$ cat src/rtl/door_sprite_anim.sv
// door_sprite_anim: per-door lock/unlock sprite animation plus the registered door pixel address/hit.
// Optional DOOR_AUTOLOCK_EN: an open door auto-closes after AUTOLOCK_TICKS frame ticks.
module door_sprite_anim #(
  parameter int unsigned NUM_DOORS    = 2,
  parameter int unsigned ACTIVE_STATE = 2,
  parameter int unsigned X0           = 260,
  parameter int unsigned X_STEP       = 24,
  parameter int unsigned Y0           = 120,
  parameter int unsigned SPR_W        = 20,
  parameter int unsigned SPR_H        = 20,
  parameter int unsigned SHEET_W      = 320,
  parameter int unsigned SHEET_X0     = 120,
  parameter int unsigned SHEET_Y0     = 40,
  parameter int unsigned FRAMES       = 4,
  parameter int unsigned FRAME_TICKS  = 4
`ifdef DOOR_AUTOLOCK_EN
  ,parameter int unsigned AUTOLOCK_TICKS = 240
`endif
) (
  input  logic                 clk,
  input  logic                 rst,
  input  logic [3:0]           state,
  input  logic [9:0]           h_cnt,
  input  logic [9:0]           v_cnt,
  input  logic                 frame_tick,
  input  logic [NUM_DOORS-1:0] unlock_req,
  input  logic [NUM_DOORS-1:0] lock_req,
  output logic [16:0]          pixel_addr,
  output logic                 isObject,
  output logic [NUM_DOORS-1:0] door_open,
  output logic                 anim_busy
);

  localparam int unsigned FW       = $clog2(FRAMES);
  localparam int unsigned TW       = $clog2(FRAME_TICKS + 1);
  localparam int unsigned AW       = 20;
  localparam int unsigned ADDR_MOD = 76800;
  localparam logic [FW-1:0] LAST_FRAME = FW'(FRAMES - 1);
`ifdef DOOR_AUTOLOCK_EN
  localparam int unsigned DW       = $clog2(AUTOLOCK_TICKS + 1);
`endif

  typedef enum logic [1:0] {LOCKED, OPENING, OPEN, CLOSING} door_state_e;

  door_state_e           st_q    [NUM_DOORS];
  door_state_e           st_d    [NUM_DOORS];
  logic [FW-1:0]         frame_q [NUM_DOORS];
  logic [FW-1:0]         frame_d [NUM_DOORS];
  logic [TW-1:0]         tick_q  [NUM_DOORS];
  logic [TW-1:0]         tick_d  [NUM_DOORS];
`ifdef DOOR_AUTOLOCK_EN
  logic [DW-1:0]         dwell_q [NUM_DOORS];
  logic [DW-1:0]         dwell_d [NUM_DOORS];
`endif
  logic [FW-1:0]         frame_inc [NUM_DOORS];
  logic [FW-1:0]         frame_dec [NUM_DOORS];
  logic [NUM_DOORS-1:0]  step;
  logic [NUM_DOORS-1:0]  unl;
  logic [NUM_DOORS-1:0]  lck;

  logic [16:0]           pixel_addr_q, pixel_addr_d;
  logic                  is_object_q, is_object_d;
  logic [NUM_DOORS-1:0]  door_open_q, door_open_d;
  logic                  anim_busy_q, anim_busy_d;

  logic                  active;
  logic [8:0]            x;
  logic [8:0]            y;
  logic                  unused_lsb;

  assign active     = (state == 4'(ACTIVE_STATE));
  assign x          = h_cnt[9:1];
  assign y          = v_cnt[9:1];
  assign unused_lsb = h_cnt[0] ^ v_cnt[0];

  // Conflicting lock+unlock in one cycle cancel out.
  assign unl = unlock_req & ~lock_req;
  assign lck = lock_req & ~unlock_req;

  // Per-door step strobe and saturating frame neighbours.
  always_comb begin
    for (int unsigned i = 0; i < NUM_DOORS; i++) begin
      step[i]      = frame_tick && (tick_q[i] == TW'(FRAME_TICKS - 1));
      frame_inc[i] = (frame_q[i] == LAST_FRAME) ? LAST_FRAME : frame_q[i] + FW'(1);
      frame_dec[i] = (frame_q[i] == '0) ? '0 : frame_q[i] - FW'(1);
    end
  end

  // Door FSMs next-state, plus registered status flags derived from next state.
  always_comb begin
    anim_busy_d = 1'b0;
    door_open_d = '0;
    for (int unsigned i = 0; i < NUM_DOORS; i++) begin
      st_d[i]    = st_q[i];
      frame_d[i] = frame_q[i];
      tick_d[i]  = tick_q[i];
`ifdef DOOR_AUTOLOCK_EN
      dwell_d[i] = dwell_q[i];
`endif
      if (!active) begin
        st_d[i]    = LOCKED;
        frame_d[i] = '0;
        tick_d[i]  = '0;
      end else begin
        case (st_q[i])
          LOCKED: begin
            if (unl[i]) begin
              st_d[i]   = OPENING;
              tick_d[i] = '0;
            end
          end
          OPENING: begin
            if (lck[i]) begin
              st_d[i]   = CLOSING;
              tick_d[i] = '0;
            end else if (step[i]) begin
              tick_d[i]  = '0;
              frame_d[i] = frame_inc[i];
              if (frame_inc[i] == LAST_FRAME) st_d[i] = OPEN;
            end else if (frame_tick) begin
              tick_d[i] = tick_q[i] + TW'(1);
            end
          end
          OPEN: begin
            frame_d[i] = LAST_FRAME;
            if (lck[i]) begin
              st_d[i]   = CLOSING;
              tick_d[i] = '0;
            end
`ifdef DOOR_AUTOLOCK_EN
            else if (unl[i]) begin
              dwell_d[i] = '0;
            end else if (frame_tick) begin
              if (dwell_q[i] == DW'(AUTOLOCK_TICKS - 1)) begin
                st_d[i]   = CLOSING;
                tick_d[i] = '0;
              end else begin
                dwell_d[i] = dwell_q[i] + DW'(1);
              end
            end
`endif
          end
          CLOSING: begin
            if (unl[i]) begin
              st_d[i]   = OPENING;
              tick_d[i] = '0;
            end else if (step[i]) begin
              tick_d[i]  = '0;
              frame_d[i] = frame_dec[i];
              if (frame_dec[i] == '0) st_d[i] = LOCKED;
            end else if (frame_tick) begin
              tick_d[i] = tick_q[i] + TW'(1);
            end
          end
          default: begin
            st_d[i]    = LOCKED;
            frame_d[i] = '0;
            tick_d[i]  = '0;
          end
        endcase
      end
`ifdef DOOR_AUTOLOCK_EN
      // Dwell only runs while staying in OPEN, so it is zero on entry.
      if (st_q[i] != OPEN || st_d[i] != OPEN) dwell_d[i] = '0;
`endif
      door_open_d[i] = (st_d[i] == OPEN);
      anim_busy_d    = anim_busy_d | (st_d[i] == OPENING) | (st_d[i] == CLOSING);
    end
  end

  // Hit test and sprite-sheet address; lowest door index wins, misses hold the address.
  always_comb begin
    logic [AW-1:0] dx;
    logic [AW-1:0] sx;
    logic [AW-1:0] sy;
    logic [AW-1:0] lin;
    dx           = '0;
    sx           = '0;
    sy           = '0;
    lin          = '0;
    is_object_d  = 1'b0;
    pixel_addr_d = pixel_addr_q;
    for (int unsigned i = 0; i < NUM_DOORS; i++) begin
      dx = AW'(X0 + i * X_STEP);
      if (active && !is_object_d &&
          AW'(x) >= dx && AW'(x) < dx + AW'(SPR_W) &&
          AW'(y) >= AW'(Y0) && AW'(y) < AW'(Y0 + SPR_H)) begin
        is_object_d  = 1'b1;
        sx           = AW'(SHEET_X0) + AW'(frame_q[i]) * AW'(SPR_W) + (AW'(x) - dx);
        sy           = AW'(SHEET_Y0) + (AW'(y) - AW'(Y0));
        lin          = (sx + sy * AW'(SHEET_W)) % AW'(ADDR_MOD);
        pixel_addr_d = 17'(lin);
      end
    end
  end

  always_ff @(posedge clk or posedge rst) begin
    if (rst) begin
      for (int unsigned i = 0; i < NUM_DOORS; i++) begin
        st_q[i]    <= LOCKED;
        frame_q[i] <= '0;
        tick_q[i]  <= '0;
`ifdef DOOR_AUTOLOCK_EN
        dwell_q[i] <= '0;
`endif
      end
      pixel_addr_q <= '0;
      is_object_q  <= 1'b0;
      door_open_q  <= '0;
      anim_busy_q  <= 1'b0;
    end else begin
      for (int unsigned i = 0; i < NUM_DOORS; i++) begin
        st_q[i]    <= st_d[i];
        frame_q[i] <= frame_d[i];
        tick_q[i]  <= tick_d[i];
`ifdef DOOR_AUTOLOCK_EN
        dwell_q[i] <= dwell_d[i];
`endif
      end
      pixel_addr_q <= pixel_addr_d;
      is_object_q  <= is_object_d;
      door_open_q  <= door_open_d;
      anim_busy_q  <= anim_busy_d;
    end
  end

  assign pixel_addr = pixel_addr_q;
  assign isObject   = is_object_q;
  assign door_open  = door_open_q;
  assign anim_busy  = anim_busy_q;

endmodule

$ cat config.mk
export PLATFORM = sky130hd
export DESIGN_NAME = door_sprite_anim
export DESIGN_NICKNAME = d
export VERILOG_FILES = /design/src/rtl/door_sprite_anim.sv
export SDC_FILE = /design/constraint.sdc
export NUM_CORES = 1
export LEC_CHECK = 0
export ABC_CLOCK_PERIOD_IN_PS = 12200
export CORE_ASPECT_RATIO = 1.4
export CORE_MARGIN = 1
export CORE_UTILIZATION = 50
export CTS_CLUSTER_SIZE = 25
export DETAILED_ROUTE_END_ITERATION = 8
export GPL_ROUTABILITY_DRIVEN = 0
export PLACE_DENSITY = 0.78
export SLEW_MARGIN = 40
export SYNTH_ARGS = -nofsm -noshare
export SYNTH_HDL_FRONTEND = slang
export SYNTH_SLANG_ARGS = --single-unit
$ cat constraint.sdc
create_clock -name clk -period 12.2 [get_ports clk]
set_input_delay 2.44 -clock clk [delete_from_list [all_inputs] [get_ports clk]]
set_output_delay 2.44 -clock clk [all_outputs]
set_load 0.05 [all_outputs]
==> run summary <==
status: completed
Startpoint Class: input pin
Vias/cell: 6.091
largest net degree at the start of global routing: 36
Avg WL per Cell: 15.47 um
largest family of logic cells by synthesized area: compound AO/OA/AOI/OAI gates
vias in the first global route: 5243
die outline height: 127.9 um
Die ar.: 11750 um^2
core area: 10920 um^2
ys async rst share: 1.000
synthesized instance count: 706
diode count: 0
Ys Warns: 0
Worst-Margin Slew: 749.6 ps
Synthesized Nets: 810
post-route clock period utilization: 0.9057
# Max-Cap Violations: 0
DP Area: 6270 um^2
CP max stage cell: clkdlybuf4s50_1
Total Routing Usage GR: 0.2359
post-route cell area: 6407 um^2
clock root cell: clkbuf_16
RSZ-0062 raised after global routing: false
H-tree Lvls: 2
I/O pins: 52
worst path required time: 12390 ps
clk slew on worst S/H paths: 50 ps
r2r setup slk: 4370 ps
Critical Path Start: v_cnt[4]
Most Crowded Layer GR: met2
CTS Buf Count: 5
Layout Nets: 851
multiplexer share of the synthesized area: 0.02654
Mapped Area: 5657 um^2
Avg Synthesized Cell Area: 8.012 um^2
Final Hold Fails: 0
clk_skew: 3.548 ps
cts repair resizes: 0
M2 GR Usage: 0.4447
register area share after synthesis: 0.1548
most used cell along the critical path: ha_1
initial antenna violation count: 0
total number of vias: 5415
GR Util met1: 0.2604
hold path depth: 2
Synth Area in XOR/XNOR: 0.1017
Synth cell types: 94
port bufs: 49
DRT Pass-1 Iters: 5
Post-synth EDFFs: 0
Routed WL: 13760 um
post-synthesis compound-gate area fraction: 0.2929
Synth Area in Simple Gates: 0.2055
layout cells sized above 1: 0.06818
Clock Latency Late Sink: 280 ps
number of remaining DRC errors: 0
min cycle time layout: 11050 ps
Relative slew margins: 0.4967
most frequent cells in the layout: 69 x ha_1, 65 x nand2_1, 62 x nor2_1
FF+latch count, synth: 35
Reg2Reg Capture Point: pixel_addr[12]$_DFFE_PP0P_
WP data arrival: 11240 ps
clock tree from TritonCTS: yes
Area Overhead vs Synth: 13.27%
R2R depth: 28
clock buffer depth: 2
ys flop type: dfrtp_1
GR Util met3: 0.02135
min-delay src: pixel_addr[1]$_DFFE_PP0P_
Worst Setup End Kind: register
first-pass GRT wire length: 23090 um
Starting DRT DRC Count: 295
# hold bufs at CTS: 0
commonest non-fill, non-tap cell in the layout: ha_1
Max FO, Critical Path: 8
Detailed Place HPWL: 11180 um
Reg2Reg Launch Point: frame_q[3]$_DFFE_PP0P_
ANT nets after route: 0
Die Wd: 91.90 um
clk sinks: 35
fmax: 0.09051 GHz
Setup-failing EPs final: 0
Crit Path Category: input pin to register
starting density of the core: 0.5179
Slew Limit Fails: 0
post-synthesis adder-cell area fraction: 0.1703
TNS Setup: 0 ps
Row Count: 45
hold crit path type: register to register
hold worst-path end: pixel_addr[1]$_DFFE_PP0P_
Post-CTS Setup Inserts: 0
grt ovf: 0
max incr delay on CP: 620 ps
-- synthesized netlist by cell type, drive strengths merged, types with 3 or more instances --
cell	number	area (um^2)
buf	8	48.79
a211oi	10	105.1
nand3	12	60.06
nand2b	9	56.30
nor3	14	70.07
xor2	18	172.7
o31a	4	35.03
or2	7	43.79
nand2	66	250.2
o21a	9	67.56
nand4	7	58.81
clkbuf	9	33.78
nor4b	4	47.55
mux2	3	37.53
o21bai	6	48.80
a211o	5	43.79
a311oi	7	78.83
o221ai	3	26.28
a21o	22	165.2
nor4	3	18.77
o22ai	5	37.53
or3	7	43.79
inv	49	186.4
ha	69	863.3
and4	4	35.03
nor2	62	232.7
and3	5	31.28
xnor2	40	402.9
mux2i	10	112.6
dfrtp	35	875.8
o311a	3	30.03
o31ai	11	101.3
a21oi	50	269.0
o2111ai	3	32.53
and2	8	53.81
o211ai	10	88.83
a31oi	12	81.33
o211a	3	30.03
o21ai	50	250.2
fa	4	80.08
nor2b	11	68.82
-- stage by stage --
stage | hold slack [ps] | worst slack, ps | util | std cells
after floorplan | 480.2 | 2749 | - | 706
after global placement | 458.7 | 1281 | 0.5733 | 881
after detailed placement | 466.6 | 1000 | 0.5740 | 881
after CTS | 478.1 | 1257 | 0.5866 | 889
after global routing | 507.9 | 563.3 | 0.5866 | 889
final | 480.5 | 1151 | 0.5866 | 889
-- worst max path at each step --
| stage | endpoint | depth (start not counted) |
|---|---|---|
| global route | pixel_addr[12]$_DFFE_PP0P_ | 29 |
| floorplan | pixel_addr[12]$_DFFE_PP0P_ | 32 |
| finish | pixel_addr[12]$_DFFE_PP0P_ | 29 |
| global placement | pixel_addr[12]$_DFFE_PP0P_ | 29 |
| CTS | pixel_addr[12]$_DFFE_PP0P_ | 29 |
| detailed placement | pixel_addr[12]$_DFFE_PP0P_ | 29 |
-- critical path: cells and delay by family --
kind	cells	cell delay, ps
AO/OA/AOI/OAI	16	4790
AND/OR/NAND/NOR	5	1070
multiplexers	1	360
adder cells (fa/ha/maj)	4	1300
XOR/XNOR	2	650
buffers and inverters	1	620
-- per-layer routing --
metal  up-vias  routed length, um
li1       2657                  -
met5         -                  0
met3        45                502
met2       175               7198
met1      2538               5555
met4         0                501
-- kinds of logic after synthesis --
logic type | after synthesis
AND/OR/NAND/NOR | 229
AO/OA/AOI/OAI | 229
adder cells (fa/ha/maj) | 75
multiplexers | 13
XOR/XNOR | 58
buffers and inverters | 67
flip-flops | 35
-- flip-flops by register name, indices dropped and copies added, names as in the netlist --
name	count
st_q	4
isObject	1
frame_q	4
pixel_addr	17
tick_q	6
door_open	2
anim_busy	1
-- layout make-up --
type / instances / area [um^2]
inverter: 50 / 190.2
clock buffer: 7 / 132.6
timing repair buffer: 51 / 505.5
multi-input combinational: 604 / 4522
tap: 141 / 176.4
sequential: 35 / 875.8
fill: 992 / 4516
clock inverter: 1 / 5.005
Power is not shown: default switching activity piles up to over one toggle a cycle in this logic, so the estimate is an artifact.
==> patch 1 (config.mk and constraints unchanged) <==
The parameter `SHEET_W` goes from 320 to 240.
--- a/src/rtl/door_sprite_anim.sv
+++ b/src/rtl/door_sprite_anim.sv
@@ -8,7 +8,7 @@
   parameter int unsigned Y0           = 120,
   parameter int unsigned SPR_W        = 20,
   parameter int unsigned SPR_H        = 20,
-  parameter int unsigned SHEET_W      = 320,
+  parameter int unsigned SHEET_W      = 240,
   parameter int unsigned SHEET_X0     = 120,
   parameter int unsigned SHEET_Y0     = 40,
   parameter int unsigned FRAMES       = 4,
Behaviour: not the same (Yosys sat finds a counterexample within 4 cycles, from zero or initial values and one cycle with rst high).
==> patch 1 against the original RTL <==
Cell count increased by 4.7%. Area after synthesis up 6.3%. Sequential cell count did not move. Clock skew is 0.0044 ns higher. Routed wire length rose by 0.12%. Maximum frequency decreased by 2.2%. Setup slack got worse by 0.25 ns. Via count rose by 1.1%. Worst hold slack got worse by 0.0023 ns. Critical path depth grew 8. Utilization shrank 1.3 points. Design area grew 5.2%. Critical endpoint is now pixel_addr[13]$_DFFE_PP0P_.
Power is left out: the tool's default activity adds up to more than one toggle a clock period on the data nets, which glitch-free logic cannot reach.
==> patch 1: results (changes against the original RTL) <==
metric;value;unit;change
grt_pass1_wl;23280;um;was 23090 um
r2r_cells;28;;unchanged
status;completed;;unchanged
syn_nets;866;;was 810
largest_reg_flops;17;;unchanged
clk_pin_slew;0.06;ns;
synth_area_leader_cell;ha_1;;was dfrtp_1
seq_area_frac_synth;0.1456;;was 0.1548
drt_iter0_drc;189;;was 295
startpoint;v_cnt[5];;was v_cnt[4]
grt-ovfl-total;0;;unchanged
yosysWarnings;0;;unchanged
finalWirelength;13770;um;was 13760 um
drc;0;;unchanged
critPathMaxFanout;9;;was 8
crit_type;in2reg;;unchanged
place_hpwl;11310;um;was 11180 um
antenna_found_initial;0;;unchanged
cp.arrival;11.51;ns;was 11.24 ns
holdPathEnd;pixel_addr[6]$_DFFE_PP0P_;;was pixel_addr[1]$_DFFE_PP0P_
critPathMaxStageDelay;0.65;ns;was 0.62 ns
post_synth_num_cell_types;86;;was 94
synth-main-ff-cell;dfrtp_1;;unchanged
cts_resized;0;;unchanged
drive_gt1_frac;0.06378;;was 0.06818
ys_top_cells_by_area;ha_1, dfrtp_1, fa_1;;was dfrtp_1, ha_1, xnor2_1
ys_async_sr_fraction;1.000;;unchanged
synth_common_cells;inv_1, ha_1, nor2_1, a21oi_1, nand2_1;;was ha_1, nand2_1, nor2_1, inv_1, a21oi_1
cts-root-buf;clkbuf_16;;unchanged
post_cts_buffers;0;;unchanged
min_from;pixel_addr[6]$_DFFE_PP0P_;;was pixel_addr[1]$_DFFE_PP0P_
grt_pass1_vias;5422;;was 5243
io_buffers;49;;unchanged
final_nets;903;;was 851
min_path_type;reg2reg;;unchanged
n_antenna_cell;0;;unchanged
worst_slack;0.9054;ns;was 1.151 ns
track_usage;0.2252;;was 0.2359
viasPerCell;5.882;;was 6.091
worst_pin_slew;0.6486;ns;was 0.7496 ns
cpMaxStageDelayCell;clkdlybuf4s50_1;;unchanged
clk_latency;0.29;ns;
whs_path_depth;2;;unchanged
dr.pass1.iters;5;;unchanged
rrSetupSlack;4.66;ns;was 4.37 ns
timing.rr.end;pixel_addr[13]$_DFFE_PP0P_;;was pixel_addr[12]$_DFFE_PP0P_
clock-skew-final;0.007940;ns;was 0.003548 ns
post-place-ws;0.6478;ns;was 1.000 ns
## patch 1: cells by family after synthesis
family	count (synthesis)	share of synthesized area
and+or+nand+nor	221	0.1862
AOI/OAI and AO/OA	220	0.2623
buffers and inverters	95	0.06407
adders and majority gates	90	0.2080
xor gates and xnor gates	72	0.1119
DFF	35	0.1456
muxes	13	0.02184
## patch 1: stage by stage
| stage | cells | hold slack [ns] | util | area, sq um |
|---|---|---|---|---|
| 2_1_floorplan | 746 | 0.4802 | - | 6015 |
| 3_3_place_gp | 923 | 0.4629 | 0.5609 | 6596 |
| 3_5_place_dp | 923 | 0.4706 | 0.5610 | 6598 |
| 4_1_cts | 931 | 0.4834 | 0.5733 | 6743 |
| 5_1_grt | 931 | 0.5084 | 0.5733 | 6743 |
| 6_report | 931 | 0.4782 | 0.5733 | 6743 |
## patch 1: cell type report
cell class | count | area [sq um]
fillers | 1063 | 5019
inverters | 74 | 277.8
repair buffers | 51 | 505.5
flip-flops and latches | 35 | 875.8
multi-input cells | 616 | 4755
clock buffers | 5 | 125.1
well taps | 147 | 183.9
clock inverters | 3 | 20.02
## patch 1: routing by layer
layer | vias to the layer above | track usage | wire length (um)
met2 | 136 | 0.4440 | 7598
met1 | 2594 | 0.2398 | 5405
li1 | 2717 | - | -
met5 | - | 0 | 0
met3 | 29 | 0.01384 | 439
met4 | 0 | 0.08418 | 329
## patch 1: worst min-delay path, cell delays in order, from the launching register on
cell	delay, ns
dfrtp_1	0.34
nand2_1	0.05
o21ai_0	0.06
==> patch 2 (same flow settings) <==
Without the edit above. Register the output `isObject` once more, without a reset; this adds one clock of latency there. The other outputs are not delayed to match.
--- a/src/rtl/door_sprite_anim.sv
+++ b/src/rtl/door_sprite_anim.sv
@@ -225,7 +225,9 @@
   end
 
   assign pixel_addr = pixel_addr_q;
-  assign isObject   = is_object_q;
+  always_ff @(posedge clk) begin
+    isObject <= is_object_q;
+  end
   assign door_open  = door_open_q;
   assign anim_busy  = anim_busy_q;
 
Function: changed (Yosys sat finds a counterexample within 4 cycles, from zero or initial values and one cycle with rst high).
==> patch 2 against the original RTL <==
Area after synthesis is 1.3% higher. Die area is 1.3% higher. Routed wire length is 4.5% higher. Design area is 1.2% higher. Sequential cell count is 1 higher. Setup slack worse by 0.46 ns. Critical path type unchanged. Largest cell class unchanged.
Power is not shown: default switching activity piles up to over one toggle a cycle in this logic, so the estimate is an artifact.
==> patch 2: results (changes against the original RTL) <==
metric;value;unit;change
vias;5612;;was 5415
die_w;92.50;um;was 91.90 um
drive_gt1_frac;0.06675;;was 0.06818
clk_latency;0.29;ns;
status;completed;;unchanged
placed_area;6296;sq um;was 6270 sq um
rrSetupSlack;3.38;ns;was 4.37 ns
r2r-start;frame_q[3]$_DFFE_PP0P_;;unchanged
critPathMaxFanout;11;;was 8
grt_max_degree;36;;unchanged
ys_top_cells_by_area;dfrtp_1, ha_1, a21oi_1;;was dfrtp_1, ha_1, xnor2_1
clock-skew-final;0.008150;ns;was 0.003548 ns
track_usage;0.2486;;was 0.2359
min_from;is_object_q$_DFF_PP0_;;was pixel_addr[1]$_DFFE_PP0P_
post_synth_num_cell_types;92;;was 94
worst_pin_slew;0.7583;ns;was 0.7496 ns
grt_pass1_wl;24510;um;was 23090 um
place_hpwl;11450;um;was 11180 um
critPathMaxStageDelay;0.68;ns;was 0.62 ns
cpMaxStageDelayCell;clkdlybuf4s50_1;;unchanged
drt_iter0_drc;301;;was 295
post-place-ws;0.2735;ns;was 1.000 ns
seq_area_frac_synth;0.1563;;was 0.1548
r2r_cells;30;;was 28
required;12.37;ns;was 12.39 ns
timing.rr.end;pixel_addr[11]$_DFFE_PP0P_;;was pixel_addr[12]$_DFFE_PP0P_
fmax;86.89;MHz;was 90.51 MHz
synth_common_cells;a21oi_1, ha_1, nand2_1, nor2_1, o21ai_0;;was ha_1, nand2_1, nor2_1, inv_1, a21oi_1
final_nets;867;;was 851
==> patch 2: cell count changes after synthesis, sizes merged, moves of 5 or more <==
cell	change
xnor2	-5
a21oi	+21
a22oi	+6
a21o	-7
buf	+5
nand3	+12
nand2	-5
a31oi	-8
==> patch 2: cell type report <==
type,count,area [sq um]
Inverter,46,177.7
Clock inverter,3,18.77
Tap cell,141,176.4
Sequential cell,36,895.9
Timing Repair Buffer,52,513.0
Multi-Input combinational cell,622,4574
Clock buffer,5,125.1
Fill cell,987,4498
==> patch 2: cells by family after synthesis <==
logic type	Yosys count	share of synthesized area
buffers and inverters	68	0.05412
adder cells (fa/ha/maj)	74	0.1663
XOR/XNOR	57	0.08708
AO/OA/AOI/OAI	240	0.2973
flip-flops	36	0.1563
AND/OR/NAND/NOR	235	0.2100
multiplexers	16	0.02902
==> patch 2: repair_timing <==
item                       4_1_cts  5_1_grt
setup endpoints to repair        0        7
gates resized for setup          0        6
hold endpoints to repair         0        0
==> patch 2: layer usage <==
metal | routed length (um) | track usage
met1 | 5560 | 0.2578
met5 | 0 | 0
met2 | 7941 | 0.4954
met3 | 431 | 0.02187
met4 | 440 | 0.1121
==> patch 2: per-stage QoR <==
stage / hold slack, ns / cells
2_1_floorplan: 0.3242 / 726
3_3_place_gp: 0.3280 / 897
3_5_place_dp: 0.3425 / 897
4_1_cts: 0.3530 / 905
5_1_grt: 0.3674 / 905
6_report: 0.3550 / 905
==> patch 2: worst min-delay path by stage <==
| stage | end | slack, ns | cells after the start |
|---|---|---|---|
| after floorplan | isObject$_DFF_P_ | 0.32 | 0 |
| after global placement | isObject$_DFF_P_ | 0.33 | 0 |
| after detailed placement | isObject$_DFF_P_ | 0.34 | 0 |
| after CTS | isObject$_DFF_P_ | 0.35 | 0 |
| after global routing | isObject$_DFF_P_ | 0.37 | 0 |
| final | isObject$_DFF_P_ | 0.36 | 0 |
==> patch 2: worst register-to-register path: cells and delay by family, from the launching register on <==
kind	cells	cell delay (ns)
AOI/OAI and AO/OA	18	4.91
and+or+nand+nor	3	1.17
adders and majority gates	3	1.00
muxes	2	0.62
DFF	1	0.40
buffers and inverters	3	0.29
xor gates and xnor gates	1	0.29
